===== src/rtl/adc_spi_pkg.sv =====
// Shared types and constants for the serial ADC reader.
package adc_spi_pkg;

    // Default frame geometry: 4 leading zeros followed by 12 data bits.
    localparam int FRAME_BITS_DEF = 16;
    localparam int DATA_BITS_DEF  = 12;
    localparam int LEAD_BITS      = FRAME_BITS_DEF - DATA_BITS_DEF;

    // Conversion sequencer states.
    typedef enum logic [1:0] {
        IDLE  = 2'd0,
        SETUP = 2'd1,
        SHIFT = 2'd2,
        DONE  = 2'd3
    } state_t;

    // Shortest sample period that still fits one frame plus the quiet gap.
    function automatic int min_sample_period(input int clk_div, input int frame_bits,
                                             input int quiet_cycles);
        return (2 * frame_bits + 1) * clk_div + 1 + quiet_cycles;
    endfunction

endpackage


===== src/rtl/adc_sample_timer.sv =====
// Free-running sample-rate counter; emits a start tick at count 0 while enabled.
module adc_sample_timer #(
    parameter int PERIOD = 6250
) (
    input  logic clk,
    input  logic reset,
    input  logic enable,
    output logic start_tick
);

    localparam int CW = (PERIOD > 1) ? $clog2(PERIOD) : 1;

    logic [CW-1:0] count;

    // Wrap counter, held at zero while disabled so the first tick follows enable at once.
    always_ff @(posedge clk) begin
        if (!reset || !enable) begin
            count <= '0;
        end else if (count == CW'(PERIOD - 1)) begin
            count <= '0;
        end else begin
            count <= count + 1'b1;
        end
    end

    assign start_tick = enable && (count == '0);

endmodule


===== src/rtl/adc_spi_reader.sv =====
// Reads a serial ADC frame per sample period and presents the payload as a strobe.
//
// Handshake: adc_data_valid is a one-cycle strobe with no back-pressure; adc_data
// is valid on that cycle and stays held until the next completed frame.
module adc_spi_reader #(
    parameter int CLK_DIV       = 2,
    parameter int SAMPLE_PERIOD = 6250,
    parameter int QUIET_CYCLES  = 4,
    parameter int FRAME_BITS    = 16,
    parameter int DATA_BITS     = 12
) (
    input  logic                 clk,
    input  logic                 reset,
    input  logic                 enable,
    input  logic                 adc_sdo,
    output logic                 adc_cs_n,
    output logic                 adc_sclk,
    output logic [DATA_BITS-1:0] adc_data,
    output logic                 adc_data_valid,
    output logic                 frame_error
);

    import adc_spi_pkg::*;

    localparam int HW = (CLK_DIV > 1) ? $clog2(CLK_DIV) : 1;
    localparam int BW = $clog2(FRAME_BITS + 1);

    if (SAMPLE_PERIOD < min_sample_period(CLK_DIV, FRAME_BITS, QUIET_CYCLES)) begin : g_period_check
        $error("adc_spi_reader: SAMPLE_PERIOD too short for one frame plus quiet time");
    end

    state_t          state;
    state_t          state_next;
    logic [HW-1:0]   hcnt;
    logic            phase;      // 0 = sclk low half, 1 = sclk high half
    logic [BW-1:0]   bit_cnt;
    logic [FRAME_BITS-1:0] shift;
    logic            start_tick;
    logic            half_done;
    logic            last_bit;
    logic            cs_n_next;
    logic            sclk_next;
    logic            sclk_rise;

    adc_sample_timer #(
        .PERIOD (SAMPLE_PERIOD)
    ) u_timer (
        .clk        (clk),
        .reset      (reset),
        .enable     (enable),
        .start_tick (start_tick)
    );

    assign half_done = (hcnt == HW'(CLK_DIV - 1));
    assign last_bit  = (bit_cnt == BW'(FRAME_BITS - 1));
    // Capture on the edge where the registered sclk goes from low to high.
    assign sclk_rise = (state == SHIFT) && sclk_next && !adc_sclk;

    // State register.
    always_ff @(posedge clk) begin
        if (!reset) begin
            state <= IDLE;
        end else begin
            state <= state_next;
        end
    end

    // Next-state and next-pin-level decode; pins are registered one cycle later.
    always_comb begin
        state_next = state;
        cs_n_next  = 1'b1;
        sclk_next  = 1'b1;
        case (state)
            IDLE: begin
                if (start_tick) state_next = SETUP;
            end
            SETUP: begin
                cs_n_next = 1'b0;
                if (half_done) state_next = SHIFT;
            end
            SHIFT: begin
                cs_n_next = 1'b0;
                sclk_next = phase;
                if (half_done && phase && last_bit) state_next = DONE;
            end
            DONE: begin
                state_next = IDLE;
            end
            default: begin
                state_next = IDLE;
            end
        endcase
    end

    // Half-period timing, bit counting and serial capture.
    always_ff @(posedge clk) begin
        if (!reset) begin
            hcnt    <= '0;
            phase   <= 1'b0;
            bit_cnt <= '0;
            shift   <= '0;
        end else begin
            case (state)
                SETUP: begin
                    hcnt <= half_done ? '0 : hcnt + 1'b1;
                end
                SHIFT: begin
                    if (half_done) begin
                        hcnt  <= '0;
                        phase <= ~phase;
                        if (phase) bit_cnt <= bit_cnt + 1'b1;
                    end else begin
                        hcnt <= hcnt + 1'b1;
                    end
                    if (sclk_rise) shift <= {shift[FRAME_BITS-2:0], adc_sdo};
                end
                default: begin
                    hcnt    <= '0;
                    phase   <= 1'b0;
                    bit_cnt <= '0;
                end
            endcase
        end
    end

    // Registered pins and the result strobe.
    always_ff @(posedge clk) begin
        if (!reset) begin
            adc_cs_n       <= 1'b1;
            adc_sclk       <= 1'b1;
            adc_data       <= '0;
            adc_data_valid <= 1'b0;
            frame_error    <= 1'b0;
        end else begin
            adc_cs_n       <= cs_n_next;
            adc_sclk       <= sclk_next;
            adc_data_valid <= (state == DONE);
            frame_error    <= (state == DONE) && (|shift[FRAME_BITS-1:DATA_BITS]);
            if (state == DONE) adc_data <= shift[DATA_BITS-1:0];
        end
    end

endmodule


===== config.mk =====
export PLATFORM = sky130hd
export DESIGN_NAME = adc_spi_reader
export DESIGN_NICKNAME = d
export VERILOG_FILES = /design/src/rtl/adc_spi_pkg.sv /design/src/rtl/adc_sample_timer.sv /design/src/rtl/adc_spi_reader.sv
export SDC_FILE = /design/constraint.sdc
export NUM_CORES = 1
export LEC_CHECK = 0
export ABC_AREA = 1
export CAP_MARGIN = 20
export CORE_MARGIN = 8
export CORE_UTILIZATION = 40
export DETAILED_ROUTE_END_ITERATION = 16
export GPL_TIMING_DRIVEN = 0
export RECOVER_POWER = 50
export SLEW_MARGIN = 10
export SYNTH_ARGS = -nofsm -noshare
export SYNTH_HDL_FRONTEND = slang
export SYNTH_SLANG_ARGS = --single-unit

===== constraint.sdc =====
create_clock -name clk -period 3.05 [get_ports clk]
set_input_delay 0.305 -clock clk [delete_from_list [all_inputs] [get_ports clk]]
set_output_delay 0.305 -clock clk [all_outputs]
set_load 0.005 [all_outputs]

# --- After elaboration in Yosys (flattened, before gate mapping) ---
# Cells that the tools add are included.
classes:
  n_mux: 11
  n_eq_ne: 10
  bitwise: 4
  reduce_logical: 20
  n_addsub: 3
ops:
  columns: ["op", "n"]
  rows:
  - ["$add 13x1->13 const B", 1]
  - ["$eq 13x13->1 const B", 1]
  - ["$logic_not 13->1", 1]
  - ["$mux 5", 2]
  - ["$pmux 5 s2", 1]
  - ["$ne 2x2->1 const B", 4]
  - ["$pmux 2 s4", 1]
  - ["$logic_and 1x1->1", 6]
  - ["$mux 2", 3]
  - ["$reduce_and 3->1", 2]
  - ["$add 5x1->5 const B", 1]
  - ["$eq 5x4->1 const B", 1]
  - ["$eq 2x2->1 const B", 2]
  - ["$not 1->1", 4]
  - ["$reduce_and 2->1", 2]
  - ["$reduce_or 2->1", 2]
  - ["$reduce_or 4->1", 1]
  - ["$logic_not 1->1", 3]
  - ["$mux 1", 3]
  - ["$reduce_or 3->1", 1]
  - ["$eq 2x1->1 const B", 1]
  - ["$logic_not 2->1", 1]
  - ["$ne 2x1->1 const B", 1]
  - ["$pmux 1 s2", 1]
  - ["2 further kinds", 2]
word_totals:
  word_cells: 59
  in_bits: 4
  reg_bits: 54
  output_inout_bits: 16

# --- Logic depth before layout (Yosys ltp) ---
# Gate-level depths: netlist of the first run.
logic_depth:
  word_depth: 5
  depth_mapped: 9
  ltp_nobuf: 9

# --- Modules after synthesis ---
# Synthesis of the first run repeated with hierarchy kept, for this count alone.
hier_totals:
  cells_unflattened: 323
  area_unflattened_um2: 2378.5
modules_own_cells:
  columns: ["module", "area_each_um2", "cells_each", "seq_area_each_um2", "n_inst"]
  rows:
  - ["adc_spi_reader", 1645.3, 214, 820.8, 1]
  - ["adc_sample_timer", 733.2, 109, 260.2, 1]

# --- Least setup slack after synthesis of the first run ---
# OpenSTA, ideal clock, no wires.
synth_timing:
  path_type: "register to register"
  from: "reg bit_cnt[0]"
  to: "reg state[0]"
  setup_time_ps: 115
  period_less_slack_ps: 1386
  stages_incl_launch_ff: 10
  setup_slack_ps: 1664
  t_arrival_ps: 1271
  cell_sequence: "dfxtp_1 ha_1 inv_1 nor3_1 ha_1 a21oi_1 a21oi_1 nand3_1 nand2_1 nor2_1"
synth_between:
  elab_chain_cells: 4
synth_lines:
  columns: ["element", "line", "rtl"]
  rows:
  - ["start, declared", "adc_spi_reader.sv:36", "logic [BW-1:0] bit_cnt;"]
  - ["start signal, assigned", "adc_spi_reader.sv:111", "if (phase) bit_cnt <= bit_cnt + 1'b1;"]
  - ["$eq 5x4->1", "adc_spi_reader.sv:55", "assign last_bit = (bit_cnt == BW'(FRAME_BITS - 1));"]
  - ["$logic_and 1x1->1", "adc_spi_reader.sv:84", "if (half_done && phase && last_bit) state_next = DONE;"]
  - ["$ne 2x1->1 (no source line)", null, null]
  - ["$reduce_and 3->1 (no source line)", null, null]
  - ["end signal, assigned", "adc_spi_reader.sv:64", "state <= state_next;"]
  - ["end, declared", "adc_spi_reader.sv:32", "state_t state;"]
# Every way passes these cells.
# A chain may end at the register's enable or synchronous reset.

# --- Worst setup path after layout of the first run ---
layout_timing:
  from: "reg state[0]"
  to: "reg shift[3]"
layout_between:
  elab_chain_cells: 5
layout_lines:
  columns: ["element", "line", "rtl"]
  rows:
  - ["$eq 2x2->1 *", "adc_spi_reader.sv:57, adc_spi_reader.sv:73, adc_spi_reader.sv:103", null]
  - ["$mux 1", "adc_spi_reader.sv:73", "case (state)"]
  - ["$logic_and 1x1->1 (2 in a row)", "adc_spi_reader.sv:57", "assign sclk_rise = (state == SHIFT) && sclk_next && !adc_sclk;"]
  - ["$reduce_and 2->1 (no source line) *", null, null]
  - ["end signal, assigned", "adc_spi_reader.sv:115", "if (sclk_rise) shift <= {shift[FRAME_BITS-2:0], adc_sdo};"]
  - ["end, declared", "adc_spi_reader.sv:37", "logic [FRAME_BITS-1:0] shift;"]
# Every way passes the cells marked *; elsewhere a longest branch is shown, timed or not.

==> summary.md, run 1 <==
| Metric | Value |
|---|---|
| Worst hold stages | 2 |
| CTS resizes | 0 |
| Yosys reg bits | 54 |
| Max Slew Vio Count | 0 |
| Setup TNS | 0 ns |
| Nets@finish | 342 |
| Multi-input logic area | roughly 1000 sq um |
| Critical Path Source Type | flop |
| Comb power frac | 23.3% |
| Clock sinks | 54 |
| Core area | 5540 sq um |
| Worst-Margin Slew | 0.4945 ns |
| RR Endpoint | shift[3] |
| Vias per inst | between 4 and 5 |
| Placement Setup Slack | between 1 and 1.5 ns |
| Area Growth Syn to Fin | 14.13% |
| Post-synthesis mux area share | 0% |
| Post-Synth Adder-Cell Area | under 10% |
| I/O Buffers | 18 |
| Switching power total | 496.0 uW |
| Worst r2r path cells | 8 |
| RSZ-0062 raised after global routing | false |
| Total GRT Usage | 11.39% |
| Layout cells sized above 1 | 5.488% |
| P per Cell Area | between 600 and 700 nW/um^2 |
| Final-layout fill cell count | 591 |
| WL final | 4542 um |
| Largest family of logic cells by synthesized area | simple AND/OR/NAND/NOR gates |
| Int Power | around 1100 uW |
| Worst hold endpoint | adc_cs_n |
| Worst hold slack | around 0.32 ns |
| Die extent in x | 91.72 um |
| TritonCTS Buffers | 5 |
| Fin crit share | 57.65% |
| CTS root buffer | clkbuf_8 |
| Status | finished, final reports clean |
| CP startpoint | state[0] |
| Max Root-Sink Buffers | 2 |
| Async S/R FF share, synth | 0% |
| Worst Hold Class | in -> reg |
| Clock skew | 0.007780 ns |
| DR WL/cell | about 11 um |
| Switching Fraction | 31.15% |
| Sequential area share after synthesis | approximately 47% |
| IO Pins | 20 |
| Pin count of the biggest net entering global routing | 17 |
| Hold_buf cts | 0 |
| Vias in the first global route | about 1800 |
| 1st-iter DRT viols | 85 |
| Die Ht | 91.72 um |
| Crit Path Max Fanout | 10 |
| Register area | 1081 sq um |
| Postcts setup bufs | 0 |
| Initial Util | 41.40% |
| Worst setup margin | 1.292 ns |
| Antenna viol nets, final | 0 |
| Simple-Gate Fraction of Synth Area | 27.82% |
| Static Leak | 0.001157 uW |
| Global-route wire length before repair | between 8000 and 9000 um |
| Mapped Cells | 303 |
| DP HPWL | 3335 um |
| DRC Markers | 0 |
| Initial DRT Pass Iterations | 4 |
| Final core utilization | 47.24% |
| Reg clk slew, reported paths | 0.09 ns |
| Setup violators final | 0 |
| Class of the most critical setup path | reg -> reg |
| Max VDD drop | 352.1 uV |
| Final hold violation count | 0 |
| CTS tree | built |
| Min Tclk post-route | 1.758 ns |
| R2r startpoint | state[0] |
| # diodes | 0 |
| CP arrival | 1.96 ns |
| Vias | approximately 1900 |
| Mapped cell area | 2293 sq um |
| Top cells by area, synth | dfxtp_1, nor2_1, o21ai_0, ha_1, nand2_1 |
| Synth unique cells | 28 |
| Flop pwr share | a little over 50% |
| Clock Latency Late Sink | 0.31 ns |
| Antenna violations before repair | 0 |
| Slew headroom | 66.91% |
| EDFF count, synth | 0 |
| Hold_sp | reset |
| Average size of a mapped cell | 7.569 sq um |
| Reg2Reg Setup Slack | 1.29 ns |
| Synth Flop Type | dfxtp_1 |
| Achievable Freq | about 570 MHz |
| Largest area contributor in the netlist | dfxtp_1 |
| Crit path required time | approximately 3.3 ns |
| XOR/XNOR share of the synthesized area | under 10% |
| Max Cap Viol | 0 |
| Critical Path End Type | flop |
| Syn nets | 317 |
| H-tree levels | 2 |
| Compound-Gate Fraction of Synth Area | approximately a tenth |
| Synth top area share | 47.14% |
| Clock Power Share | around 25% |
| Die ar. | 8413 sq um |
| Ys Warns | 0 |
| Gpl congestion | 0.8060 |
| Grt ovf | 0 |
| Row count | 27 |
layout by cell type, fill, tap and decap left out, types with 7 or more instances in the layout:
master	Yosys	layout
a21oi_1	10	11
clkdlybuf4s50_1	0	7
dfxtp_1	54	54
dlygate4sd3_1	0	11
ha_1	10	10
inv_1	27	27
nand2_1	32	33
nand3_1	10	10
nor2_1	89	91
o21ai_0	29	29
worst max-delay path by stage:
| stage | endpoint | cells past startpoint |
|---|---|---|
| after floorplan | state[0] | 9 |
| after detailed placement | state[1] | 9 |
| after global placement | bit_cnt[3] | 8 |
| after global routing | shift[11] | 8 |
| final | shift[3] | 8 |
| after CTS | state[1] | 9 |
flip-flops by register name (all words and copies together) (netlist names):
name,flops
shift,16
u_timer.count,13
adc_data,12
bit_cnt,5
state,2
adc_cs_n,1
adc_data_valid,1
adc_sclk,1
frame_error,1
half_done,1
phase,1
per-layer routing:
| layer | vias to the layer above | part of all wire (%) | GRT usage (%) |
|---|---|---|---|
| met5 | - | 0 | 0 |
| met4 | 0 | 1.3 | 4.027 |
| met3 | 7 | 3.2 | 2.934 |
| met2 | 20 | 47 | 19.51 |
| met1 | 836 | 49 | 13.43 |
| li1 | 1006 | - | - |
critical path, cell delays in order (launching register included):
cell and delay [ns]:
dfxtp_1 0.35, inv_1 0.11, ha_1 0.27, nand2_1 0.08
nor2_1 0.39, inv_2 0.15, buf_6 0.18, nor2_1 0.09
nor2_1 0.05
per-stage QoR:
step	power (uW)	area, sq um	instances
floorplan	1082	2293	303
global placement	1225	2564	393
detailed placement	1234	2564	393
CTS	1629	2646	400
global route	1701	2618	400
finish	1592	2618	400
cells in the mapped netlist, types with 5 or more instances:
master / n
nand2_1: 32
a21oi_1: 10
ha_1: 10
nand3_1: 10
o21ai_0: 29
clkbuf_1: 5
xor2_1: 5
dfxtp_1: 54
nor2_1: 89
nor3_1: 5
inv_1: 27
power by group through the flow:
stage | logic [uW] | registers [uW] | clock network (uW)
floorplan | 240 | 842 | 0
finish | 372 | 825 | 396
CTS | 391 | 829 | 409
global route | 429 | 838 | 434
detailed placement | 389 | 845 | 0
global placement | 381 | 844 | 0
cells by family (layout without fill, tap and decap cells):
logic type                 after synthesis  count (layout)
xor gates and xnor gates                 6               6
and+or+nand+nor                        150             150
buffers and inverters                   38              63
adders and majority gates               10              10
AOI/OAI and AO/OA                       45              45
DFF                                     54              54
final cells by class:
type	count	area share (%)
flip-flops and latches	54	41.30
multi-input cells	211	39.29
repair buffers	18	6.883
inverters	29	4.159
well taps	72	3.442
clock buffers	5	2.629
plain buffers	9	1.769
clock inverters	2	0.5258
Note: power is estimated with default switching activity, not from simulation.
==> run 2, diff against run 1 <==
Clock period 3.05 ns to 1.7 ns, I/O delays scaled along.
==> run 2 against run 1 <==
Design area rose by 1.1%. Highest routed layer unchanged. Fmax rose by 14%. Largest cell class unchanged. Final cell count did not move. Largest power group unchanged.
==> summary.md, run 2 (synthesis gave the netlist of run 1 again) <==
| Metric | Value |
|---|---|
| Status | finished, final reports clean (unchanged) |
| Max VDD drop | 635.5 uV (was 352.1 uV) |
| Clock Latency Late Sink | 0.31 ns (about the same) |
| Class of the most critical setup path | reg -> reg (unchanged) |
| Achievable Freq | 649.1 MHz (was 568.7 MHz) |
| Most frequent cells in the layout | nor2_1, dfxtp_1, nand2_1 (unchanged) |
| P per Cell Area | 1086 nW/um^2 (was 608.4 nW/um^2) |
| Final hold violation count | 0 (unchanged) |
| Vias in the first global route | 1819 (unchanged) |
| Met1 WL | 2205 um (was 2204 um) |
| Area Growth Syn to Fin | 15.44% (was 14.13%) |
| Hold_buf cts | 0 (unchanged) |
| Antenna viol nets, final | 0 (unchanged) |
| Met2 wire len | 2127 um (was 2130 um) |
| Comb power frac | 23.8% (was 23.3%) |
| CTS tree | built (unchanged) |
| Max Slew Vio Count | 0 (unchanged) |
| Critical Path Source Type | flop (unchanged) |
| Pin count of the biggest net entering global routing | 17 (unchanged) |
| Setup violators final | 0 (unchanged) |
| CTS root buffer | clkbuf_8 (unchanged) |
| Die ar. | 8413 sq um (unchanged) |
| Switching Fraction | 31.41% (was 31.15%) |
| WL final | 4539 um (was 4542 um) |
| Initial DRT Pass Iterations | 4 (unchanged) |
| Vias | 1862 (was 1869) |
| Top Registers | shift: 16 flops, u_timer.count: 13 flops, adc_data: 12 flops (unchanged) |
| Min Tclk post-route | 1.541 ns (was 1.758 ns) |
| CP arrival | 1.75 ns (was 1.96 ns) |
| Max Cap Viol | 0 (unchanged) |
| Die Ht | 91.72 um (unchanged) |
| Vias per inst | 4.655 (was 4.673) |
| Reg clk slew, reported paths | 0.10 ns (was 0.09 ns) |
| Total GRT Usage | 11.39% (unchanged) |
| Switching power total | 903.0 uW (was 496.0 uW) |
| Worst setup margin | 0.1595 ns (was 1.292 ns) |
| Placement Setup Slack | 0.08877 ns (was 1.439 ns) |
| Worst Hold Class | in -> reg (unchanged) |
| TritonCTS Buffers | 5 (unchanged) |
| IO Pins | 20 (unchanged) |
| Max Root-Sink Buffers | 2 (unchanged) |
| RSZ-0062 raised after global routing | false (unchanged) |
| H-tree levels | 2 (unchanged) |
| Core area | 5540 sq um (unchanged) |
| Crit Path Max Fanout | 5 (was 10) |
| Int Power | 1972 uW (was 1096 uW) |
| Clock skew | 0.008140 ns (was 0.007780 ns) |
| Fin crit share | 90.62% (was 57.65%) |
| Most common cell after layout, fill and taps aside | nor2_1 (unchanged) |
| Met3 WL post-DR | 148 um (was 147 um) |
| Clock sinks | 54 (unchanged) |
| DP HPWL | 3335 um (unchanged) |
| Setup TNS | 0 ns (unchanged) |
| Layout cells sized above 1 | 7.622% (was 5.488%) |
| Row count | 27 (unchanged) |
| Die extent in x | 91.72 um (unchanged) |
| Flop pwr share | 51.6% (was 51.8%) |
| # diodes | 0 (unchanged) |
| Initial Util | 41.40% (unchanged) |
| DRC Markers | 0 (unchanged) |
| Gpl congestion | 0.8060 (unchanged) |
| Clock Power Share | 24.7% (was 24.9%) |
| Nets@finish | 342 (unchanged) |
| Static Leak | 0.001172 uW (was 0.001157 uW) |
| Slew headroom | 67.32% (was 66.91%) |
| Postcts setup bufs | 0 (unchanged) |
| Max FFs per register | 16 (unchanged) |
| Critical Path End Type | flop (unchanged) |
| Grt ovf | 0 (unchanged) |
| Largest reg by FF count | shift (unchanged) |
| Top Metal Used | met4 (unchanged) |
| Worst-Margin Slew | 0.4865 ns (was 0.4945 ns) |
| DR WL/cell | 11.35 um (was 11.36 um) |
| Crit path required time | 1.91 ns (was 3.26 ns) |
| Antenna violations before repair | 0 (unchanged) |
| CTS resizes | 0 (unchanged) |
| 1st-iter DRT viols | 93 (was 85) |
| Global-route wire length before repair | 8059 um (unchanged) |
| I/O Buffers | 18 (unchanged) |
run 2: cell count changes in the layout (fill, tap and decap cells not counted), moves of 2 or more:
cell             delta
a21oi_1             -2
a21oi_2             +2
clkdlybuf4s50_1     -5
dlygate4sd3_1       +5
nor2_1              -3
nor2_2              +2
run 2: critical path, cell delays in order, from the launching register on:
cell	delay (ns)
dfxtp_1	0.41
ha_1	0.21
nand2_1	0.09
nor3_1	0.44
nand3_1	0.14
nand3_1	0.11
nor2_1	0.04
run 2: path summary, 6_finish.rpt:
kind | startpoint | endpoint | slack (ns) | depth (start not counted)
setup / recovery | u_timer.count[0] | u_timer.count[10] | 0.16 | 6
setup reg to reg | u_timer.count[0] | u_timer.count[10] | 0.16 | 6
hold reg to reg | half_done | half_done | 0.45 | 1
hold / removal | reset | adc_cs_n | 0.18 | 2
run 2: final cells by class:
class	count	area [sq um]
Buffer	9	53.80
Clock buffer	5	68.82
Clock inverter	2	13.76
Fill cell	585	2893
Inverter	29	108.9
Multi-Input combinational cell	211	1051
Sequential cell	54	1081
Tap cell	72	90.09
Timing Repair Buffer	18	180.2
run 2: routing by layer:
layer | GRT usage [%] | vias to the layer above
li1 | - | 1005
met1 | 13.43 | 830
met2 | 19.51 | 20
met3 | 2.934 | 7
met4 | 4.027 | 0
met5 | 0 | -
run 2: power groups by stage:
stage | sequential [uW] | clock [uW] | combinational [uW]
CTS | 1490 | 733 | 702
finish | 1480 | 709 | 683
detailed placement | 1520 | 0 | 699
floorplan | 1510 | 0 | 430
global route | 1510 | 779 | 787
global placement | 1510 | 0 | 683
run 2: per-stage QoR:
stage                     cell area, sq um  util [%]  std cells  hold WS (ns)  total power (uW)
after global routing                  2648     47.79        400        0.2018              3073
final                                 2648     47.79        400        0.1833              2875
after detailed placement              2564     46.27        393        0.4328              2214
after floorplan                       2293         -        303        0.3049              1941
after global placement                2564     46.27        393        0.4309              2198
after CTS                             2646     47.76        400        0.1811              2922
